File: src/rtl/mdu_iter.sv
// Iterative RV32M multiply/divide unit: shift-add multiply and restoring divide
// over WIDTH cycles, with a one-cycle fast path for divide-by-zero and signed overflow.
module mdu_iter #(
    parameter int WIDTH = 32
) (
    input  logic             clk,
    input  logic             reset,
    input  logic             start,
    input  logic [2:0]       funct3,
    input  logic [WIDTH-1:0] a,
    input  logic [WIDTH-1:0] b,
    input  logic [4:0]       rd,
    output logic             busy,
    output logic             done,
    output logic             we,
    output logic [4:0]       wa,
    output logic [WIDTH-1:0] result
);

    localparam int CW = (WIDTH > 1) ? $clog2(WIDTH) : 1;
    localparam logic [CW-1:0]    LAST    = CW'(WIDTH - 1);
    localparam logic [WIDTH-1:0] ONES    = '1;
    localparam logic [WIDTH-1:0] INT_MIN = {1'b1, {(WIDTH-1){1'b0}}};

    typedef enum logic [1:0] {IDLE, CALC, DONE} state_t;

    function automatic logic [WIDTH-1:0] neg_w(input logic [WIDTH-1:0] v, input logic en);
        return en ? (~v + WIDTH'(1)) : v;
    endfunction

    function automatic logic [2*WIDTH-1:0] neg_2w(input logic [2*WIDTH-1:0] v, input logic en);
        return en ? (~v + (2*WIDTH)'(1)) : v;
    endfunction

    state_t           state_q, state_d;
    logic [CW-1:0]    cnt_q, cnt_d;
    logic             busy_q, busy_d;
    logic             done_q, done_d;
    logic             we_q, we_d;
    logic [4:0]       wa_q, wa_d;
    logic [WIDTH-1:0] result_q, result_d;

    logic [2:0]       op_q, op_d;
    logic [4:0]       rd_q, rd_d;
    logic [WIDTH-1:0] hi_q, hi_d;
    logic [WIDTH-1:0] lo_q, lo_d;
    logic [WIDTH-1:0] bmag_q, bmag_d;
    logic             neg_q, neg_d;
    logic             nega_q, nega_d;

    logic             in_sa, in_sb, a_neg, b_neg, in_div;
    logic [WIDTH-1:0] mag_a, mag_b;
    logic [WIDTH:0]   mul_sum, div_rs, div_diff;
    logic             div_ok;
    logic [WIDTH-1:0] mul_hi_n, mul_lo_n, div_hi_n, div_lo_n;
    logic [2*WIDTH-1:0] prod;
    logic [WIDTH-1:0] final_res;

    // Operand decode at acceptance: signedness per op, magnitudes and result signs
    always_comb begin
        in_div = funct3[2];
        in_sa  = (funct3 == 3'b001) || (funct3 == 3'b010) || (funct3 == 3'b100) || (funct3 == 3'b110);
        in_sb  = (funct3 == 3'b001) || (funct3 == 3'b100) || (funct3 == 3'b110);
        a_neg  = in_sa & a[WIDTH-1];
        b_neg  = in_sb & b[WIDTH-1];
        mag_a  = neg_w(a, a_neg);
        mag_b  = neg_w(b, b_neg);
    end

    // One iteration step of each algorithm; hi stays below the divisor so WIDTH+1 bits suffice
    always_comb begin
        mul_sum  = {1'b0, hi_q} + (lo_q[0] ? {1'b0, bmag_q} : {(WIDTH+1){1'b0}});
        mul_hi_n = mul_sum[WIDTH:1];
        mul_lo_n = {mul_sum[0], lo_q[WIDTH-1:1]};
        div_rs   = {hi_q, lo_q[WIDTH-1]};
        div_diff = div_rs - {1'b0, bmag_q};
        div_ok   = ~div_diff[WIDTH];
        div_hi_n = div_ok ? div_diff[WIDTH-1:0] : div_rs[WIDTH-1:0];
        div_lo_n = {lo_q[WIDTH-2:0], div_ok};
        prod     = neg_2w({mul_hi_n, mul_lo_n}, neg_q);
        if (op_q[2]) begin
            final_res = op_q[1] ? neg_w(div_hi_n, nega_q) : neg_w(div_lo_n, neg_q);
        end else begin
            final_res = (op_q[1:0] == 2'b00) ? prod[WIDTH-1:0] : prod[2*WIDTH-1:WIDTH];
        end
    end

    always_comb begin
        state_d  = state_q;
        cnt_d    = cnt_q;
        busy_d   = busy_q;
        done_d   = done_q;
        we_d     = we_q;
        wa_d     = wa_q;
        result_d = result_q;
        op_d     = op_q;
        rd_d     = rd_q;
        hi_d     = hi_q;
        lo_d     = lo_q;
        bmag_d   = bmag_q;
        neg_d    = neg_q;
        nega_d   = nega_q;
        case (state_q)
            IDLE: begin
                if (start) begin
                    op_d   = funct3;
                    rd_d   = rd;
                    bmag_d = mag_b;
                    neg_d  = a_neg ^ b_neg;
                    nega_d = a_neg;
                    hi_d   = '0;
                    lo_d   = mag_a;
                    cnt_d  = '0;
                    busy_d = 1'b1;
                    if (in_div && (b == '0)) begin
                        state_d  = DONE;
                        done_d   = 1'b1;
                        we_d     = (rd != 5'd0);
                        wa_d     = rd;
                        result_d = funct3[1] ? a : ONES;
                    end else if (in_div && !funct3[0] && (a == INT_MIN) && (b == ONES)) begin
                        state_d  = DONE;
                        done_d   = 1'b1;
                        we_d     = (rd != 5'd0);
                        wa_d     = rd;
                        result_d = funct3[1] ? '0 : INT_MIN;
                    end else begin
                        state_d = CALC;
                    end
                end
            end
            CALC: begin
                cnt_d = cnt_q + CW'(1);
                hi_d  = op_q[2] ? div_hi_n : mul_hi_n;
                lo_d  = op_q[2] ? div_lo_n : mul_lo_n;
                if (cnt_q == LAST) begin
                    state_d  = DONE;
                    cnt_d    = '0;
                    done_d   = 1'b1;
                    we_d     = (rd_q != 5'd0);
                    wa_d     = rd_q;
                    result_d = final_res;
                end
            end
            DONE: begin
                state_d = IDLE;
                busy_d  = 1'b0;
                done_d  = 1'b0;
                we_d    = 1'b0;
            end
            default: begin
                state_d = IDLE;
                busy_d  = 1'b0;
                done_d  = 1'b0;
                we_d    = 1'b0;
            end
        endcase
    end

    always_ff @(posedge clk) begin
        op_q   <= op_d;
        rd_q   <= rd_d;
        hi_q   <= hi_d;
        lo_q   <= lo_d;
        bmag_q <= bmag_d;
        neg_q  <= neg_d;
        nega_q <= nega_d;
        if (reset) begin
            state_q  <= IDLE;
            cnt_q    <= '0;
            busy_q   <= 1'b0;
            done_q   <= 1'b0;
            we_q     <= 1'b0;
            wa_q     <= 5'd0;
            result_q <= '0;
        end else begin
            state_q  <= state_d;
            cnt_q    <= cnt_d;
            busy_q   <= busy_d;
            done_q   <= done_d;
            we_q     <= we_d;
            wa_q     <= wa_d;
            result_q <= result_d;
        end
    end

    assign busy   = busy_q;
    assign done   = done_q;
    assign we     = we_q;
    assign wa     = wa_q;
    assign result = result_q;

endmodule

File: config.mk
export PLATFORM = sky130hd
export DESIGN_NAME = mdu_iter
export DESIGN_NICKNAME = d
export VERILOG_FILES = /design/src/rtl/mdu_iter.sv
export SDC_FILE = /design/constraint.sdc
export NUM_CORES = 1
export LEC_CHECK = 0
export CAP_MARGIN = 30
export CORE_MARGIN = 2
export CORE_UTILIZATION = 65
export DETAILED_ROUTE_END_ITERATION = 10
export DONT_BUFFER_PORTS = 1
export PLACE_DENSITY = 0.81
export REMOVE_ABC_BUFFERS = 1
export SYNTH_ARGS = -nofsm -noshare
export SYNTH_HDL_FRONTEND = slang
export SYNTH_SLANG_ARGS = --single-unit
File: constraint.sdc
create_clock -name clk -period 12.7 [get_ports clk]
set_input_delay 0.635 -clock clk [delete_from_list [all_inputs] [get_ports clk]]
set_output_delay 0.635 -clock clk [all_outputs]
set_load 0.02 [all_outputs]
==> results.sh <==
export IMPL_outcome="completed"
export IMPL_hpwl_um=45300
export IMPL_synth_largest_area_cell="edfxtp_1"
export IMPL_finish_instance_area_sq_mm=0.0175
export IMPL_synth_cells=2230
export IMPL_synth_area_sq_mm=0.0168
export IMPL_cp_end_kind="flop"
export IMPL_core_area_sq_mm=0.0253
export IMPL_place_port_buffers=0
export IMPL_synth_adder_area_share=0.0561
export IMPL_hold_viol=0
export IMPL_clk_pin_slew_ns=0.08
export IMPL_synth_compound_area_share=0.269
export IMPL_yosysUniqueCellTypes=84
export IMPL_via_per_inst=7.21
export IMPL_avgSynthCellArea_sq_um=7.52
export IMPL_fin_crit_sh=0.495
export IMPL_die_x_um=165
export IMPL_path_buf_inv=4
export IMPL_ios=115
export IMPL_setup_violations=0
export IMPL_postCtsSetupBuffers=0
export IMPL_cts_resized=0
export IMPL_crit_family="compound AO/OA/AOI/OAI gates"
export IMPL_synthFlopType="edfxtp_1"
export IMPL_maxSlewHeadroom=0.290
export IMPL_synth_simple_area_share=0.239
export IMPL_tightest_slew_ns=1.05
export IMPL_fmax_mhz=159
export IMPL_drtIter0Drc=2702
export IMPL_fin_crit_ns=6.29
export IMPL_grt_pass1_vias=16105
export IMPL_num_vias=17830
export IMPL_layout_common_cells="nor2_1 (261), a21oi_1 (208), nand2_1 (187)"
export IMPL_wl_per_cell_um=24.3
export IMPL_grt_pass1_wl_um=91100
export IMPL_yosys_area_share_xor_xnor=0.0982
export IMPL_synth_top_family_by_area="compound AO/OA/AOI/OAI gates"
export IMPL_yosys_warnings=0
export IMPL_synthArstFlopShare=0
export IMPL_grt_usage=0.437
export IMPL_nets=2278
export IMPL_grt_ovfl_total=0
export IMPL_cp_required_ns=13.04
export IMPL_placed_area_sq_mm=0.0168
export IMPL_tritoncts="yes"
export IMPL_worstSkewPairLatency_ns=0.46
export IMPL_ys_seq_elements=153
export IMPL_area_growth_pct=4.25
export IMPL_drc=0
export IMPL_peakVddDrop_v=0.0000853
export IMPL_layout_commonest_cell="nor2_1"
export IMPL_wl_um=60200
export IMPL_muxShareOfSynthArea=0.0404
export IMPL_rsz0062_at_grt="false"
export IMPL_hp_class="in -> reg"
export IMPL_start_util=0.664
export IMPL_clk_path_buf_depth=2
export IMPL_drt_pass1_iterations=6
export IMPL_drive_gt1_frac=0.0504
export IMPL_critPathMaxStageDelay_ns=0.59
export IMPL_hold_buffers=0
export IMPL_ant_nets=0
export IMPL_crit_type="reg -> reg"
export IMPL_yosysSeqAreaShare=0.246
export IMPL_clock_sinks=153
export IMPL_slew_violations=0
export IMPL_die_y_um=165
export IMPL_cts_root_buf="clkbuf_16"
export IMPL_cp_data_arrival_time_ns=6.62
export IMPL_cts_buffers=17
export IMPL_grt_max_degree=81
export IMPL_crit_path_cell_trace="inv_1 > ha_1 > fa_1 > nand2b_1 > a21o_1 > a2111o_1 > a2111oi_0 > buf_1 > nor3_1 > buf_4 > nor2_4 > inv_1 > a21oi_1 > ha_1 > nand2_1 > or4_1 > a22oi_1 > and3_1 > nand2_1 > o31ai_1 > xor2_1 > a21oi_1"
export IMPL_drv_cap=0
export IMPL_die_area_sq_mm=0.0271
export IMPL_antenna_found_initial=2
export IMPL_start_kind="flop"
export IMPL_path_max_fanout=10
export IMPL_routabilityCongestion=1.07
export IMPL_fin_tns_setup_ns=0
export IMPL_synth_edf_count=106
export IMPL_power_leakage_nw=6.53
export IMPL_num_rows=58
export IMPL_synth_top_area_frac=0.190
export IMPL_fin_skew_ns=0.0196
export IMPL_synth_area_leaders="edfxtp_1 (19%), a21oi_1 (6.2%), nor2_1 (5.9%), dfxtp_1 (5.6%), ha_1 (5.4%)"
export IMPL_p_per_area_mw_per_mm2=134
export IMPL_htree_levels=4
export IMPL_slowest_stage="a22oi_1"
flip-flops by register name (all words and copies together) (netlist names):
register,count
busy,1
result,32
state_q,2
bmag_q,32
hi_q,32
cnt_q,5
neg_q,1
op_q,3
nega_q,1
we,1
done,1
rd_q,5
wa,5
lo_q,32
worst paths after layout:
path / depth (start not counted) / slack, ns / startpoint / endpoint
setup / recovery: 22 / 6.41 / lo_q[31] / result[30]
hold reg to reg: 2 / 0.48 / cnt_q[4] / cnt_q[4]
hold / removal: 1 / 0.24 / reset / cnt_q[1]
setup reg to reg: 22 / 6.41 / lo_q[31] / result[30]
cells by family (layout without fill, tap and decap cells):
group,count (synthesis),count (layout)
buffers and inverters,224,136
and+or+nand+nor,820,820
muxes,66,66
adders and majority gates,74,74
other,0,2
DFF,153,153
AOI/OAI and AO/OA,705,705
xor gates and xnor gates,188,188
layer usage:
layer	vias to the layer above	share of wire	GRT usage
met3	243	0.12	0.108
met5	-	0.00022	0
met1	8279	0.39	0.575
li1	8102	-	-
met4	2	0.057	0.206
met2	1204	0.43	0.675
cells in the mapped netlist (all sizes together) (11+ instances only):
| cell | n |
|---|---|
| nor2 | 264 |
| a21oi | 208 |
| nand2 | 188 |
| o21ai | 165 |
| clkbuf | 122 |
| edfxtp | 106 |
| xnor2 | 99 |
| xor2 | 89 |
| inv | 74 |
| nor3 | 73 |
| ha | 72 |
| mux2i | 61 |
| a211oi | 56 |
| dfxtp | 47 |
| nand3 | 44 |
| o31ai | 35 |
| nand4 | 31 |
| or3 | 30 |
| nor4 | 29 |
| a21o | 27 |
| a31oi | 27 |
| buf | 26 |
| nand2b | 23 |
| or4 | 23 |
| and2 | 21 |
| and3 | 20 |
| a311oi | 18 |
| o21a | 18 |
| or2 | 17 |
| nor2b | 16 |
| o211ai | 16 |
| o41ai | 14 |
| and4 | 11 |
cell type report:
cell class	instances	area, sq um
Antenna cell	2	5.00
Sequential cell	153	4120
Fill cell	2148	7770
Multi-Input combinational cell	1853	11800
Clock buffer	20	479
Timing Repair Buffer	28	216
Clock inverter	12	141
Tap cell	330	413
Inverter	76	285
worst register-to-register path, cell delays in order (launching register included):
cell	delay [ns]
edfxtp_1	0.48
inv_1	0.13
ha_1	0.24
fa_1	0.43
nand2b_1	0.21
a21o_1	0.24
a2111o_1	0.46
a2111oi_0	0.44
buf_1	0.25
nor3_1	0.07
buf_4	0.22
nor2_4	0.27
inv_1	0.11
a21oi_1	0.26
ha_1	0.27
nand2_1	0.06
or4_1	0.45
a22oi_1	0.59
and3_1	0.36
nand2_1	0.12
o31ai_1	0.26
xor2_1	0.18
a21oi_1	0.08
where the power goes:
| group | total, mW | internal [mW] | switching (mW) |
|---|---|---|---|
| combinational | 1.11 | 0.382 | 0.725 |
| clock | 0.572 | 0.304 | 0.268 |
| sequential | 0.663 | 0.592 | 0.0718 |
| total | 2.34 | 1.28 | 1.06 |
through the flow:
stage                     power [mW]   util  hold slack, ns  worst slack (ns)  instances
after floorplan                 1.42      -           0.446              4.88       2082
after global placement          1.71  0.666           0.451              6.45       2436
after detailed placement        1.73  0.667           0.469              6.64       2438
after CTS                       2.29  0.691           0.243              6.62       2470
after global routing            2.43  0.692           0.246              6.09       2472
final                           2.34  0.692           0.235              6.41       2474
No activity file was read; power rests on OpenSTA's default activity.
